`config.mk`:
```
export PLATFORM = sky130hd
export DESIGN_NAME = pu_row_loader_flat
export DESIGN_NICKNAME = d
export VERILOG_FILES = /design/src/rtl/pu_row_loader_pkg.sv /design/src/rtl/pu_row_loader_if.sv /design/src/rtl/pu_row_loader_addr_cnt.sv /design/src/rtl/pu_row_loader.sv /design/src/flat_wrapper.sv
export SDC_FILE = /design/constraint.sdc
export NUM_CORES = 1
export LEC_CHECK = 0
export CAP_MARGIN = 30
export CORE_UTILIZATION = 48
export DETAILED_ROUTE_END_ITERATION = 12
export PLACE_DENSITY = 0.88
export REMOVE_ABC_BUFFERS = 1
export SETUP_SLACK_MARGIN = 0.3
export SYNTH_ARGS = -nofsm -noshare
export SYNTH_HDL_FRONTEND = slang
export SYNTH_HIERARCHICAL = 1
export SYNTH_SLANG_ARGS = --single-unit
```
`constraint.sdc`:
```
create_clock -name clk -period 3.6 [get_ports clk]
set_input_delay 0.54 -clock clk [delete_from_list [all_inputs] [get_ports clk]]
set_output_delay 0.54 -clock clk [all_outputs]
set_load 0.02 [all_outputs]
```
`src/rtl/pu_row_loader_pkg.sv`:
```
// img2col_pkg: definitions shared by the row loader and the PU vector.
//   state_e          - loader FSM states (IDLE, LOAD, ROUND, DONE)
//   *_DEF            - default geometry shared with the PU vector
//   beats_per_frame  - number of two-pixel beats that fill every PU register
package img2col_pkg;

    typedef enum logic [1:0] {
        IDLE  = 2'd0,
        LOAD  = 2'd1,
        ROUND = 2'd2,
        DONE  = 2'd3
    } state_e;

    localparam int ROW_DEF         = 28;
    localparam int DATA_WIDTH_DEF  = 16;
    localparam int ADDRESS_NUM_DEF = 5;
    localparam int REG_NUM_DEF     = 20;
    localparam int SHIFTS_DEF      = 24;

    // Two pixels land per beat, so a frame is half the total register count.
    function automatic int beats_per_frame(input int rows, input int regs);
        return (rows * regs) / 2;
    endfunction

endpackage

```
`src/rtl/pu_row_loader_if.sv`:
```
// pu_row_loader_if: two-pixel-per-beat pixel stream.
//   s_valid  - beat valid (upstream)
//   s_ready  - beat accepted when s_valid & s_ready (loader)
//   s_data1  - even-column pixel
//   s_data2  - odd-column pixel
//   s_last   - final beat of the frame
// master = upstream producer, slave = row loader.
interface pu_row_loader_if #(
    parameter int DATA_WIDTH = 16
);
    logic                  s_valid;
    logic                  s_ready;
    logic [DATA_WIDTH-1:0] s_data1;
    logic [DATA_WIDTH-1:0] s_data2;
    logic                  s_last;

    modport master (output s_valid, output s_data1, output s_data2, output s_last,
                    input  s_ready);
    modport slave  (input  s_valid, input  s_data1, input  s_data2, input  s_last,
                    output s_ready);
endinterface

```
`src/rtl/pu_row_loader_addr_cnt.sv`:
```
// pu_addr_cnt: row/column write pointer for the PU register files.
//   clk, nrst   - clock, asynchronous active-high reset
//   clr         - return to row 0 / column 0
//   adv         - one two-register write happened; step the pointer
//   row         - PU currently being filled
//   col         - even register address within that PU
//   frame_last  - pointer sits on the final write of the frame
module pu_addr_cnt
    import img2col_pkg::*;
#(
    parameter int ROW         = ROW_DEF,
    parameter int ADDRESS_NUM = ADDRESS_NUM_DEF,
    parameter int REG_NUM     = REG_NUM_DEF,
    parameter int ROW_W       = (ROW > 1) ? $clog2(ROW) : 1
) (
    input  logic                   clk,
    input  logic                   nrst,
    input  logic                   clr,
    input  logic                   adv,
    output logic [ROW_W-1:0]       row,
    output logic [ADDRESS_NUM-1:0] col,
    output logic                   frame_last
);

    logic [ROW_W-1:0]       row_q, row_d;
    logic [ADDRESS_NUM-1:0] col_q, col_d;
    logic                   col_wrap_s;
    logic                   row_wrap_s;

    assign col_wrap_s = (col_q == ADDRESS_NUM'(REG_NUM - 2));
    assign row_wrap_s = (row_q == ROW_W'(ROW - 1));

    // Next pointer: column steps by two, wraps into the next row; row wraps at frame end.
    always_comb begin
        row_d = row_q;
        col_d = col_q;
        if (clr) begin
            row_d = '0;
            col_d = '0;
        end else if (adv) begin
            if (col_wrap_s) begin
                col_d = '0;
                row_d = row_wrap_s ? '0 : (row_q + ROW_W'(1));
            end else begin
                col_d = col_q + ADDRESS_NUM'(2);
            end
        end else begin
            row_d = row_q;
            col_d = col_q;
        end
    end

    // Pointer registers.
    always_ff @(posedge clk or posedge nrst) begin
        if (nrst) begin
            row_q <= '0;
            col_q <= '0;
        end else begin
            row_q <= row_d;
            col_q <= col_d;
        end
    end

    assign row        = row_q;
    assign col        = col_q;
    assign frame_last = col_wrap_s & row_wrap_s;

endmodule

```
`src/rtl/pu_row_loader.sv`:
```
// pu_row_loader: writes a two-pixel stream row by row into the PU register
// files, then issues SHIFTS round pulses, then pulses done.
//   clk, nrst            - clock, asynchronous active-high reset
//   go                   - frame start request (accepted only when idle)
//   s_if (slave)         - pixel stream; s_ready is combinational (LOAD only)
//   start                - one-hot write strobe to PU[row]
//   round                - all-ones shift pulse to every PU
//   new1/new2            - pixel pair for adrs_in1/adrs_in2
//   adrs_in1/adrs_in2    - even/odd register address
//   busy, done, err      - frame in progress, end-of-frame pulse, sticky framing error
// Build option PU_ROW_LOADER_ZERO_PAD_EN: an early s_last zero-fills the rest
// of the frame and still rounds; without it an early s_last aborts to DONE.
module pu_row_loader
    import img2col_pkg::*;
#(
    parameter int ROW         = ROW_DEF,
    parameter int DATA_WIDTH  = DATA_WIDTH_DEF,
    parameter int ADDRESS_NUM = ADDRESS_NUM_DEF,
    parameter int REG_NUM     = REG_NUM_DEF,
    parameter int SHIFTS      = SHIFTS_DEF
) (
    input  logic                   clk,
    input  logic                   nrst,
    input  logic                   go,
    pu_row_loader_if.slave         s_if,
    output logic [ROW-1:0]         start,
    output logic [ROW-1:0]         round,
    output logic [DATA_WIDTH-1:0]  new1,
    output logic [DATA_WIDTH-1:0]  new2,
    output logic [ADDRESS_NUM-1:0] adrs_in1,
    output logic [ADDRESS_NUM-1:0] adrs_in2,
    output logic                   busy,
    output logic                   done,
    output logic                   err
);

    localparam int ROW_W = (ROW > 1) ? $clog2(ROW) : 1;
    localparam int SH_W  = (SHIFTS > 1) ? $clog2(SHIFTS) : 1;

    state_e                 state_q, state_d;
    logic [SH_W-1:0]        shift_q, shift_d;
    logic                   err_q, err_d;
    logic                   pad_q, pad_d;
    logic                   busy_q, busy_d;
    logic                   done_q, done_d;
    logic [ROW-1:0]         start_q, start_d;
    logic [ROW-1:0]         round_q, round_d;
    logic [DATA_WIDTH-1:0]  new1_q, new1_d, new2_q, new2_d;
    logic [ADDRESS_NUM-1:0] adrs1_q, adrs1_d, adrs2_q, adrs2_d;

    logic                   s_ready_s, hs_s, wr_s, go_acc_s, cnt_clr_s, frame_last_s;
    logic [ROW_W-1:0]       row_s;
    logic [ADDRESS_NUM-1:0] col_s;

    // While zero-padding the stream is closed; the loader writes on its own.
    assign s_ready_s   = (state_q == LOAD) & ~pad_q;
    assign s_if.s_ready = s_ready_s;
    assign hs_s        = s_if.s_valid & s_ready_s;
    assign wr_s        = (state_q == LOAD) & (hs_s | pad_q);
    // done_q marks the visible DONE cycle; a go there must not start a frame.
    assign go_acc_s    = go & (state_q == IDLE) & ~done_q;

    pu_addr_cnt #(
        .ROW         (ROW),
        .ADDRESS_NUM (ADDRESS_NUM),
        .REG_NUM     (REG_NUM),
        .ROW_W       (ROW_W)
    ) u_addr_cnt (
        .clk        (clk),
        .nrst       (nrst),
        .clr        (cnt_clr_s),
        .adv        (wr_s),
        .row        (row_s),
        .col        (col_s),
        .frame_last (frame_last_s)
    );

    // State and control registers.
    always_ff @(posedge clk or posedge nrst) begin
        if (nrst) begin
            state_q <= IDLE;
            shift_q <= '0;
            err_q   <= 1'b0;
            pad_q   <= 1'b0;
        end else begin
            state_q <= state_d;
            shift_q <= shift_d;
            err_q   <= err_d;
            pad_q   <= pad_d;
        end
    end

    // Next-state logic, framing-error detection and shift counting.
    always_comb begin
        state_d   = state_q;
        shift_d   = shift_q;
        err_d     = err_q;
        pad_d     = pad_q;
        cnt_clr_s = 1'b0;
        case (state_q)
            IDLE: begin
                if (go_acc_s) begin
                    state_d   = LOAD;
                    shift_d   = '0;
                    err_d     = 1'b0;
                    pad_d     = 1'b0;
                    cnt_clr_s = 1'b1;
                end else begin
                    state_d = IDLE;
                end
            end
            LOAD: begin
                if (wr_s && frame_last_s) begin
                    state_d = ROUND;
                    shift_d = '0;
                    // Zero-fill writes already flagged the error; ignore s_last there.
                    if (!pad_q && !s_if.s_last) begin
                        err_d = 1'b1;
                    end else begin
                        err_d = err_q;
                    end
                end else if (wr_s && !pad_q && s_if.s_last) begin
                    err_d = 1'b1;
`ifdef PU_ROW_LOADER_ZERO_PAD_EN
                    pad_d = 1'b1;
`else
                    state_d = DONE;
`endif
                end else begin
                    state_d = LOAD;
                end
            end
            ROUND: begin
                if (shift_q == SH_W'(SHIFTS - 1)) begin
                    state_d = DONE;
                end else begin
                    shift_d = shift_q + SH_W'(1);
                end
            end
            DONE: begin
                state_d = IDLE;
            end
            default: begin
                state_d = IDLE;
            end
        endcase
    end

    // Registered output values: write strobe/data on writes, round pulses, status.
    always_comb begin
        start_d = '0;
        new1_d  = new1_q;
        new2_d  = new2_q;
        adrs1_d = adrs1_q;
        adrs2_d = adrs2_q;
        if (wr_s) begin
            start_d = {{(ROW-1){1'b0}}, 1'b1} << row_s;
            new1_d  = pad_q ? '0 : s_if.s_data1;
            new2_d  = pad_q ? '0 : s_if.s_data2;
            adrs1_d = col_s;
            adrs2_d = col_s + ADDRESS_NUM'(1);
        end else begin
            start_d = '0;
        end
        // The output register delays this by one, so the first pulse follows the last strobe.
        round_d = (state_q == ROUND) ? '1 : '0;
        done_d  = (state_q == DONE);
        // Stay busy through the visible done cycle, drop on the one after.
        busy_d  = (state_d != IDLE) | (state_q == DONE);
    end

    // Output registers.
    always_ff @(posedge clk or posedge nrst) begin
        if (nrst) begin
            start_q <= '0;
            round_q <= '0;
            new1_q  <= '0;
            new2_q  <= '0;
            adrs1_q <= '0;
            adrs2_q <= '0;
            busy_q  <= 1'b0;
            done_q  <= 1'b0;
        end else begin
            start_q <= start_d;
            round_q <= round_d;
            new1_q  <= new1_d;
            new2_q  <= new2_d;
            adrs1_q <= adrs1_d;
            adrs2_q <= adrs2_d;
            busy_q  <= busy_d;
            done_q  <= done_d;
        end
    end

    assign start    = start_q;
    assign round    = round_q;
    assign new1     = new1_q;
    assign new2     = new2_q;
    assign adrs_in1 = adrs1_q;
    assign adrs_in2 = adrs2_q;
    assign busy     = busy_q;
    assign done     = done_q;
    assign err      = err_q;

endmodule
```
`src/flat_wrapper.sv`:
```
// flat-port wrapper written by rule: the top's interface ports become plain ports
module pu_row_loader_flat import img2col_pkg::*;
#(
    parameter int ROW         = ROW_DEF,
    parameter int DATA_WIDTH  = DATA_WIDTH_DEF,
    parameter int ADDRESS_NUM = ADDRESS_NUM_DEF,
    parameter int REG_NUM     = REG_NUM_DEF,
    parameter int SHIFTS      = SHIFTS_DEF
)
  (clk, nrst, go, start, round, new1, new2, adrs_in1, adrs_in2, busy, done, err, s_if_s_valid, s_if_s_data1, s_if_s_data2, s_if_s_last, s_if_s_ready);
  pu_row_loader_if #(.DATA_WIDTH(DATA_WIDTH)) s_if_i ();
  input  logic clk;
  input  logic nrst;
  input  logic go;
  output logic [ROW-1:0] start;
  output logic [ROW-1:0] round;
  output logic [DATA_WIDTH-1:0] new1;
  output logic [DATA_WIDTH-1:0] new2;
  output logic [ADDRESS_NUM-1:0] adrs_in1;
  output logic [ADDRESS_NUM-1:0] adrs_in2;
  output logic busy;
  output logic done;
  output logic err;
  input wire logic [$bits(s_if_i.s_valid)-1:0] s_if_s_valid;
  input wire logic [$bits(s_if_i.s_data1)-1:0] s_if_s_data1;
  input wire logic [$bits(s_if_i.s_data2)-1:0] s_if_s_data2;
  input wire logic [$bits(s_if_i.s_last)-1:0] s_if_s_last;
  output wire logic [$bits(s_if_i.s_ready)-1:0] s_if_s_ready;
  assign s_if_i.s_valid = s_if_s_valid;
  assign s_if_i.s_data1 = s_if_s_data1;
  assign s_if_i.s_data2 = s_if_s_data2;
  assign s_if_i.s_last = s_if_s_last;
  assign s_if_s_ready = s_if_i.s_ready;
  pu_row_loader #(.ROW(ROW), .DATA_WIDTH(DATA_WIDTH), .ADDRESS_NUM(ADDRESS_NUM), .REG_NUM(REG_NUM), .SHIFTS(SHIFTS)) u_core (.clk(clk), .nrst(nrst), .go(go), .s_if(s_if_i), .start(start), .round(round), .new1(new1), .new2(new2), .adrs_in1(adrs_in1), .adrs_in2(adrs_in2), .busy(busy), .done(done), .err(err));
endmodule
```
Word level (Yosys, flattened, before mapping)
Index checks and enable logic that the tools add are counted.
{"block": "word_totals", "reg_bits": 118, "in_bits": 37, "out_inout_bits": 102, "wordCells": 73}
{"block": "classes", "add_sub_neg": 4, "eq_ne": 11, "n_shift": 1, "mux": 25, "bitwise": 7, "n_reduce_logical": 12}
{"cell": "$mux W28", "count": 2}
{"cell": "$mux W5", "count": 10}
{"cell": "$shl A1 B5 Y28 const A", "count": 1}
{"cell": "$add A5 B1 Y5 const B", "count": 3}
{"cell": "$eq A5 B5 Y1 const B", "count": 3}
{"cell": "$pmux W5 S3", "count": 1}
{"cell": "$pmux W2 S4", "count": 1}
{"cell": "$reduce_and A4 Y1", "count": 2}
{"cell": "$reduce_bool A2 Y1", "count": 4}
{"cell": "$mux W1", "count": 7}
{"cell": "$mux W2", "count": 3}
{"cell": "$ne A3 B3 Y1 const B", "count": 2}
{"cell": "$add A5 B2 Y5 const B", "count": 1}
{"cell": "$and A1 B1 Y1", "count": 5}
{"cell": "$eq A2 B2 Y1 const B", "count": 2}
{"cell": "$ne A2 B2 Y1 const B", "count": 2}
{"cell": "$reduce_bool A3 Y1", "count": 1}
{"cell": "$eq A2 B1 Y1 const B", "count": 1}
{"cell": "$logic_and A1 B1 Y1", "count": 2}
{"cell": "$logic_not A2 Y1", "count": 1}
{"cell": "$ne A2 B1 Y1 const B", "count": 1}
{"cell": "$pmux W1 S2", "count": 1}
{"cell": "$reduce_and A2 Y1", "count": 1}
{"cell": "$logic_not A1 Y1", "count": 1}
{"cell": "other kinds (2)", "count": 2}

Depth between registers and ports, before layout
Gate-level depths: netlist of the first run.
{"block": "logic_depth", "ltp_word": 9, "mapped_depth": 7, "mapped_depth_nobuf": 7}

Cells and area by module
Netlist of the first run, hierarchy kept.
{"mod": "pu_row_loader", "instances": 1, "cells_per_inst": 328, "area_per_inst_um2": 3244.4, "seq_area_each_um2": 2026.9}
{"mod": "pu_addr_cnt", "instances": 1, "cells_per_inst": 59, "area_per_inst_um2": 538.0, "seq_area_each_um2": 225.2}

Worst setup path before layout of the first run
No wires, ideal clock.
{"block": "synth_timing", "kind": "in2reg", "start": "input port s_if_s_valid", "end": "register u_core.u_addr_cnt.row_q[4], in the netlist u_core/u_addr_cnt/row[4]", "setup_time_ns": 0.078, "t_arrival_ns": 1.996, "t_required_ns": 3.522, "slack_ns": 1.527, "stages": 7, "n_path_buf": 2, "path_cell_list": "nand3b_1 -> clkinv_1 -> clkbuf_1 -> clkbuf_1 -> nand4_1 -> or4b_1 -> a21oi_1"}
{"block": "synth_between", "elab_chain_cells": 4}
{"item": "start: declaration", "line_no": "flat_wrapper.sv:24", "text": "input wire logic [$bits(s_if_i.s_valid)-1:0] s_if_s_valid;"}
{"item": "$and A1 B1 Y1", "line_no": "pu_row_loader.sv:58", "text": "assign hs_s = s_if.s_valid & s_ready_s;"}
{"item": "$and A1 B1 Y1", "line_no": "pu_row_loader.sv:59", "text": "assign wr_s = (state_q == LOAD) & (hs_s | pad_q);"}
{"item": "net u_core.wr_s", "line_no": "pu_row_loader.sv:51", "text": "logic s_ready_s, hs_s, wr_s, go_acc_s, cnt_clr_s, frame_last_s;"}
{"item": "$reduce_bool A2 Y1 (no source line)"}
{"item": "$reduce_and A2 Y1 (no source line)"}
{"item": "end signal: assignment", "line_no": "pu_row_loader_addr_cnt.sv:59", "text": "row_q <= row_d;"}
{"item": "end: declaration", "line_no": "pu_row_loader_addr_cnt.sv:25", "text": "logic [ROW_W-1:0] row_q, row_d;"}
The timed path passes the listed nets, and every way through them passes these cells.
A chain may end at the register's enable or synchronous reset.

==> results of run 1 <==
## cell families after synthesis
logic type,after synthesis
AO/OA/AOI/OAI,30
XOR/XNOR,5
adder cells (fa/ha/maj),4
buffers and inverters,49
flip-flops,90
multiplexers,1
other,1
AND/OR/NAND/NOR,207
## routing by layer
layer	track usage	up-vias	wire length [um]
li1	-	1436	-
met1	0.251	1441	3440
met2	0.353	91	4260
met3	0.0412	13	379
met4	0.0701	0	120
met5	0	-	0
## final cells by class
type	instances	area, um^2
clock buffers	11	151
clock inverters	5	37.5
fillers	623	2420
inverters	10	38.8
multi-input cells	248	1230
flip-flops and latches	90	2250
well taps	102	128
repair buffers	142	1420
## sequential cells by signal (all words and copies together), names as in the netlist, 2 cells and up
register               flops
u_core/u_addr_cnt/col      4
u_core/start              28
u_core/new1               16
u_core/u_addr_cnt/row      5
u_core/adrs_in1            5
u_core/shift_q             5
u_core/adrs_in2            5
u_core/state_q             2
u_core/new2               16
## per-stage QoR
step / utilization / setup WS (ps)
2_1_floorplan: - / -562
3_3_place_gp: 0.660 / 1150
3_5_place_dp: 0.660 / 1060
4_1_cts: 0.685 / 1140
5_1_grt: 0.685 / 1050
6_report: 0.685 / 1180
## layout by cell type (no fill, tap or decap), drive strengths merged, types with 6 or more instances in the layout
| cell | instances |
|---|---|
| a21oi | 7 |
| clkbuf | 11 |
| clkdlybuf4s50 | 138 |
| dfrtp | 90 |
| inv | 9 |
| nand2 | 125 |
| nand2b | 6 |
| nand3 | 10 |
| nor2 | 33 |
| o21ai | 12 |
## worst min-delay path, delay by kind of cell, from the launching register on
| kind | cells | cell delay [ps] |
|---|---|---|
| AND/OR/NAND/NOR | 2 | 100 |
| flip-flops | 1 | 350 |
## power groups by stage
stage                     logic, W  registers (W)  clock network (W)
after floorplan           0.000491        0.00192                  0
after global routing       0.00188        0.00157           0.000694
after detailed placement   0.00176        0.00154                  0
after global placement     0.00171        0.00153                  0
after CTS                  0.00177        0.00153           0.000652
final                      0.00176        0.00153           0.000633
## worst paths after layout
check | to | cells past startpoint | start | slack [ps]
setup / recovery | round[18] | 1 | u_core/round[26] | 1180
min in group asynchronous | u_core/u_addr_cnt/row[0] | 2 | nrst | 500
hold / removal | u_core/new1[3] | 2 | u_core/new1[3] | 480
setup reg to reg | u_core/busy | 6 | u_core/u_addr_cnt/col[2] | 1410
hold reg to reg | u_core/new1[3] | 2 | u_core/new1[3] | 480
max in group asynchronous | u_core/new1[12] | 3 | nrst | 2340
==> metrics.cfg, run 1 <==
[timing]
slew_violations=0
hold_viol=0
fin_hold_ws_ps=481
max_freq_mhz=414
min_period_over_period=0.672
rsz0062_at_grt=false
setup_violations=0
relSlewSlack=0.535
skew_ps=7.49
setup_tns_ps=0
min_period_ps=2420
tightest_slew_ps=697

[setup_path]
start_kind=register
cp_max_fo=28
arrival_ps=1880
critPathSlowestCell=dfrtp_1
cp_cell_sequence=clkdlybuf4s50_1
path_class=register to output pin
cp_num_buf_inv=1
worstPathRequired_ps=3060
critPathTopFamily=flip-flops
cp-end-kind=output pin
slowest_delay_ps=790

[clocking]
cts_setup_buffers=0
numCtsBuffers=9
post_cts_resized=0
clkSinkCount=90
clockBufferDepth=2
clockRootBuffer=clkbuf_8
htree_levels=3
clk_latency_ps=340
cts_tree=done
ctsHoldBuffers=0
clkTransAtPathRegs_ps=80

[placed_design]
port_buffers=138
place_area_um2=5080
gp_congestion=0.841
dp.cells=592
dp_hpwl_um=5870

[grt]
grt_max_degree=50
grt_antenna_before_repair=0
grt_remaining_overflow=0
grt_usage=0.203
grt_pass1_vias=2840
grt_pass1_wl_um=13300

[detailed_routing]
post_drt_wl_per_cell_um=13.5
ant_nets=0
drtPass1Iterations=4
drcViolationCount=0
vias_per_cell=4.90
wirelength_um=8200
num_vias=2981
drtIter0Drc=120

[synthesis]
synth_compound_area_frac=0.0500
synth_seq_cells=90
synthTopCellsByArea=dfrtp_1, nand2_1, buf_4
synth-edff-count=0
seq_area_frac_synth=0.595
synthMuxAreaShare=0.00265
synth_cells=387
synth_area_leader_cell=dfrtp_1
ys.flop_type=dfrtp_1
syn_area_um2=3780
synth_fa_ha_area_frac=0.0132
synth_xor_area_frac=0.0116
yosys_warnings=6
synth_commonest_cells=nand2_1, dfrtp_1, nor2_1
ys_types=45
async_flop_share=1.00
synth_top_family_by_area=simple AND/OR/NAND/NOR gates
synth.most_common_cell=nand2_1
synth_area_per_cell_um2=9.77
synth_top_area_frac=0.595
synthSimpleGateAreaFrac=0.248

[die]
ios=139
die_y_um=90.8
core_um2=7690
start_util=0.492
dieArea_um2=8240
row_count=32
die_w_um=90.8

[job]
cap_violations=0

[power_and_ir_drop]
ir_drop_mv=0.448
power.clock.fraction=0.162
internal_power_w=0.00239
switching_share=0.389
p_leak_nw=2.39
total_power_w=0.00391
seq_power_share=0.390
switching_power_w=0.00152
p_comb_frac=0.448
pwr_density_cell_nw_per_um2=743

[final_layout]
areaGrowthSynthToFinish_pct=39.2
fin_cells=608
num_antenna_cells=0
drive_gt1_frac=0.0632
fin_area_um2=5270
nets=542

[hold_path]
hold_class=register to register

[run_status]
outcome=complete, no violations

No activity file was read; power rests on OpenSTA's default activity.
==> run 2: changes to the inputs <==
--- a/config.mk
+++ b/config.mk
@@ -6,9 +6,9 @@
 export NUM_CORES = 1
 export LEC_CHECK = 0
 export CAP_MARGIN = 30
-export CORE_UTILIZATION = 48
+export CORE_UTILIZATION = 40
 export DETAILED_ROUTE_END_ITERATION = 12
-export PLACE_DENSITY = 0.88
+export PLACE_DENSITY = 0.78
 export REMOVE_ABC_BUFFERS = 1
 export SETUP_SLACK_MARGIN = 0.3
 export SYNTH_ARGS = -nofsm -noshare
==> constraint.sdc (replaced) <==
create_clock -name clk -period 2.2 [get_ports clk]
set_input_delay 0.33 -clock clk [delete_from_list [all_inputs] [get_ports clk]]
set_output_delay 0.33 -clock clk [all_outputs]
set_load 0.02 [all_outputs]
==> run 2 against run 1 <==
- critical path depth grew 5
- non-clock buffer count rose by 13
- register-to-register slack worse by 1100 ps
- critical path type is now register to register
- die area grew 20%
==> metrics.cfg, run 2 (synthesized netlist as in run 1, its figures left out) <==
[run_status]
outcome=complete, no violations

[hold_path]
hold_class=input pin to async pin

[placed_design]
port_buffers=138  ; unchanged
dp_hpwl_um=6080  ; +3.6%
pre_cts_ws_ps=209  ; -852 ps
gp_congestion=0.813  ; -3.4%
place_area_um2=5180  ; +2.1%
dp.cells=612  ; +3.4%

[power_and_ir_drop]
p_leak_nw=2.77  ; +16%
total_power_w=0.00652  ; +67%
ir_drop_mv=0.832  ; +86%
pwr_density_cell_nw_per_um2=1200  ; +61%

[die]
die_y_um=99.2  ; +9.3%
ios=139  ; unchanged
die_w_um=99.2  ; +9.3%
start_util=0.411  ; -0.0807
row_count=35  ; +9.4%
dieArea_um2=9850  ; +20%
core_um2=9200  ; +20%

[final_layout]
areaGrowthSynthToFinish_pct=43.7
final_core_util=0.591  ; -0.0939
drive_gt1_frac=0.0944  ; +0.0312
layout_common_cells=nand2_1, clkdlybuf4s50_1, dfrtp_1, nor2_1, dlygate4sd2_1
fin_area_um2=5440  ; +3.2%
largest_register_ffs=28  ; unchanged
final_common_cell=nand2_1
num_antenna_cells=0  ; unchanged
fin_cells=630  ; +3.6%
nets=555  ; +2.4%
fillers=811  ; +30%

[timing]
slew_violations=0  ; unchanged
skew_ps=9.31  ; +1.82 ps
max_freq_mhz=533
setup_violations=0  ; unchanged
hold_viol=0  ; unchanged
min_period_over_period=0.854
finalWorstSetupSlack_ps=322  ; -860 ps
relSlewSlack=0.637  ; +0.102
tightest_slew_ps=543  ; -153 ps
rsz0062_at_grt=true
min_period_ps=1880

[clocking]
clkTransAtPathRegs_ps=90  ; about the same
clockBufferDepth=2  ; unchanged
clkSinkCount=90  ; unchanged
htree_levels=3  ; unchanged
numCtsBuffers=9  ; unchanged
cts_tree=done
clockRootBuffer=clkbuf_8
clk_latency_ps=350  ; about the same
ctsHoldBuffers=0  ; unchanged

[setup_path]
arrival_ps=2100  ; +220 ps
path_class=register to register
start_kind=register
cp-end-kind=register
cp_max_fo=3  ; -89%
worstPathRequired_ps=2430  ; -630 ps

[detailed_routing]
vias_per_cell=4.72  ; -3.8%
wirelength_um=8430  ; +2.9%
drtIter0Drc=131  ; +9.2%
drtPass1Iterations=4  ; unchanged
num_vias=2972  ; -0.30%
ant_nets=0  ; unchanged
post_drt_wl_per_cell_um=13.4  ; -0.73%
drcViolationCount=0  ; unchanged

[grt]
grt_pass1_vias=3010  ; +6.0%
grt_antenna_before_repair=0  ; unchanged
grt_max_degree=50  ; unchanged
grt_remaining_overflow=0  ; unchanged
grt_usage=0.181  ; -0.0217
grt_pass1_wl_um=14100  ; +6.0%

[job]
cap_violations=0  ; unchanged

-- run 2: worst paths after layout --
| kind | startpoint | end | slack [ps] | depth (start not counted) |
|---|---|---|---|---|
| worst max-delay path | u_core/u_addr_cnt/col[3] | u_core/busy | 320 | 6 |
| worst min-delay path | nrst | u_core/u_addr_cnt/row[3] | 290 | 2 |
| worst max register to register | u_core/u_addr_cnt/col[3] | u_core/busy | 320 | 6 |
| worst min register to register | u_core/adrs_in1[4] | u_core/adrs_in1[4] | 480 | 2 |
| max in group asynchronous | nrst | u_core/new1[13] | 1270 | 3 |
| min in group clk | u_core/adrs_in1[4] | u_core/adrs_in1[4] | 480 | 2 |
-- run 2: critical path, stage by stage, from the launching register on --
cell	delay, ps
dfrtp_1	400
or4bb_4	570
nor2_4	130
nand2_2	80
a22oi_4	180
nand2b_2	80
or3_1	320
-- run 2: metrics by stage --
stage / hold slack (ps) / setup TNS, ps
3_5_place_dp: 462 / 0
6_report: 290 / 0
4_1_cts: 283 / 0
5_1_grt: 304 / 0
2_1_floorplan: 158 / -109190
3_3_place_gp: 460 / 0
-- run 2: timing repair --
item | 4_1_cts | 5_1_grt
cloned | 0 | 0
setup endpoints to repair | 35 | 19
pin swaps | 5 | 2
setup buffers | 1 | 1
resized for setup | 19 | 16
-- run 2: cell type report --
type | instances | area [um^2] | area share
sequential | 90 | 2250 | 0.414
timing repair buffer | 155 | 1550 | 0.285
multi-input combinational | 248 | 1250 | 0.230
tap | 111 | 139 | 0.0256
clock buffer | 10 | 138 | 0.0253
clock inverter | 6 | 72.6 | 0.0134
inverter | 10 | 38.8 | 0.00714
-- run 2: routing by layer --
| metal | vias to the layer above | share of wire | wire (um) | global-route usage |
|---|---|---|---|---|
| li1 | 1472 | - | - | - |
| met1 | 1423 | 0.45 | 3810 | 0.228 |
| met2 | 69 | 0.49 | 4130 | 0.302 |
| met3 | 8 | 0.046 | 387 | 0.0492 |
| met4 | 0 | 0.012 | 104 | 0.0600 |
| met5 | - | 0 | 0 | 0 |
-- run 2: report_power, final --
part	switching [W]	leakage (nW)	internal (W)
Combinational	0.00165	1.48	0.00130
Sequential	0.000289	1.18	0.00212
Clock	0.000590	0.109	0.000572
==> run 3: changes to the inputs <==
--- a/config.mk
+++ b/config.mk
@@ -6,9 +6,9 @@
 export NUM_CORES = 1
 export LEC_CHECK = 0
 export CAP_MARGIN = 30
-export CORE_UTILIZATION = 40
+export CORE_UTILIZATION = 45
 export DETAILED_ROUTE_END_ITERATION = 12
-export PLACE_DENSITY = 0.78
+export PLACE_DENSITY = 0.83
 export REMOVE_ABC_BUFFERS = 1
 export SETUP_SLACK_MARGIN = 0.3
 export SYNTH_ARGS = -nofsm -noshare
==> constraint.sdc (replaced) <==
create_clock -name clk -period 1.9 [get_ports clk]
set_input_delay 0.285 -clock clk [delete_from_list [all_inputs] [get_ports clk]]
set_output_delay 0.285 -clock clk [all_outputs]
set_load 0.02 [all_outputs]
==> run 3 against run 2 <==
- cell count is 0.95% higher
- cell area is 0.16% lower
- highest routed layer unchanged
- largest power group unchanged
- clock power is 9% higher
==> metrics.cfg, run 3 (synthesized netlist as in run 1, its figures left out) <==
[power_and_ir_drop]
switching_power_w=0.00295  ; +17%
power.clock.fraction=0.174  ; -0.004
ir_drop_mv=0.736  ; -11%
switching_share=0.408  ; +0.0200
p_comb_frac=0.441  ; -0.011
internal_power_w=0.00429  ; +7.4%
seq_power_share=0.384  ; +0.014
p_leak_nw=3.01  ; +8.5%
pwr_density_cell_nw_per_um2=1330  ; +11%
total_power_w=0.00724  ; +11%

[final_layout]
nets=568  ; +2.3%
num_antenna_cells=0  ; unchanged
final_core_util=0.664  ; +0.0727
fillers=691  ; -15%
largest_register_ffs=28  ; unchanged
drive_gt1_frac=0.186  ; +0.0920
layout_common_cells=nand2_1, dfrtp_1, clkdlybuf4s50_1, dlygate4sd2_1, nor2_1
final_common_cell=nand2_1
areaGrowthSynthToFinish_pct=43.5

[grt]
grt_pass1_vias=2946  ; -2.1%
grt_remaining_overflow=0  ; unchanged
grt_pass1_wl_um=13800  ; -2.5%
grt_antenna_before_repair=0  ; unchanged
grt_max_degree=42  ; -16%
grt_usage=0.201  ; +0.0203

[detailed_routing]
drtPass1Iterations=4  ; unchanged
drcViolationCount=0  ; unchanged
met3WireLength_um=521  ; +35%
num_vias=3045  ; +2.5%
vias_per_cell=4.79  ; +1.5%
wl_met1_um=3800  ; -0.26%
ant_nets=0  ; unchanged
dr_wl_met2_um=4470  ; +8.2%
post_drt_wl_per_cell_um=13.9  ; +3.8%
wirelength_um=8840  ; +4.8%
drtIter0Drc=128  ; -2.3%
top_layer=met4

[clocking]
numCtsBuffers=9  ; unchanged
clkSinkCount=90  ; unchanged
cts_tree=done
htree_levels=3  ; unchanged
ctsHoldBuffers=0  ; unchanged
clockRootBuffer=clkbuf_8
clkTransAtPathRegs_ps=90  ; about the same
clockBufferDepth=2  ; unchanged
clk_latency_ps=340  ; about the same

[die]
die_y_um=93.7  ; -5.6%
die_w_um=93.7  ; -5.6%
row_count=33  ; -5.7%
start_util=0.463  ; +0.0514
ios=139  ; unchanged
dieArea_um2=8780  ; -11%
core_um2=8180  ; -11%

[timing]
rsz0062_at_grt=true
min_period_ps=1860  ; -14.5 ps
finalWorstSetupSlack_ps=36.6  ; -286 ps
min_period_over_period=0.981  ; +0.127
max_freq_mhz=537  ; +0.78%
fin_hold_ws_ps=265  ; -25.3 ps
slew_violations=0  ; unchanged
setup_violations=0  ; unchanged
skew_ps=10.8  ; +1.45 ps
hold_viol=0  ; unchanged

[setup_path]
path_class=register to register
cp-end-kind=register
cp_max_fo=3  ; unchanged
r2r_slack_ps=40  ; -290 ps
arrival_ps=2090  ; about the same
start_kind=register
worstPathRequired_ps=2120  ; -310 ps

[placed_design]
dp_hpwl_um=6090  ; +0.20%
port_buffers=138  ; unchanged
pre_cts_ws_ps=-59.9  ; -268 ps
gp_congestion=0.843  ; +3.7%

[hold_path]
hold_class=input pin to async pin

[job]
cap_violations=0  ; unchanged

[run_status]
outcome=complete, no violations

-- run 3: final timing paths --
path | startpoint | endpoint | cells after the start
max | u_core/u_addr_cnt/col[3] | u_core/busy | 6
min | nrst | u_core/u_addr_cnt/row[1] | 2
max reg2reg | u_core/u_addr_cnt/col[3] | u_core/busy | 6
min reg2reg | u_core/new2[1] | u_core/new2[1] | 2
max in group asynchronous | nrst | u_core/new2[14] | 3
min in group clk | s_if_s_data2[1] | u_core/new2[1] | 3
-- run 3: layout make-up --
type | instances | area [um^2] | area share
multi-input cells | 248 | 1310 | 0.241
clock buffers | 9 | 124 | 0.0228
repair buffers | 168 | 1510 | 0.277
flip-flops and latches | 90 | 2250 | 0.415
well taps | 105 | 131 | 0.0242
inverters | 10 | 38.8 | 0.00715
clock inverters | 6 | 67.6 | 0.0125
-- run 3: metal layers --
metal,vias up,global-route usage
met5,-,0
met4,0,0.0628
met3,6,0.0437
met2,103,0.338
met1,1442,0.260
li1,1494,-
-- run 3: power groups by stage --
stage	combinational (W)	sequential, W	clock [W]
after floorplan	0.000931	0.00360	0
after global placement	0.00344	0.00281	0
after detailed placement	0.00353	0.00283	0
after CTS	0.00318	0.00278	0.00130
after global routing	0.00345	0.00285	0.00138
final	0.00319	0.00278	0.00126
-- run 3: through the flow --
step	area, um^2	cells	TNS (ps)
after global routing	5430	636	-73.7
final	5430	636	0
after global placement	5210	612	0
after detailed placement	5210	612	-191
after CTS	5390	633	0
after floorplan	3520	348	-158830
-- run 3: repair_timing --
action	in CTS	in global routing
resized for setup	82	98
setup endpoints to repair	76	69
pin swaps	9	6
setup buffers	6	3
-- run 3: worst max-delay path: stages (launching register included) --
cell and delay (ps):
dfrtp_1 390, or4bb_4 580, nor2_4 130, nand2_2 80, a22oi_4 180, nand2b_2 80, or3_1 310
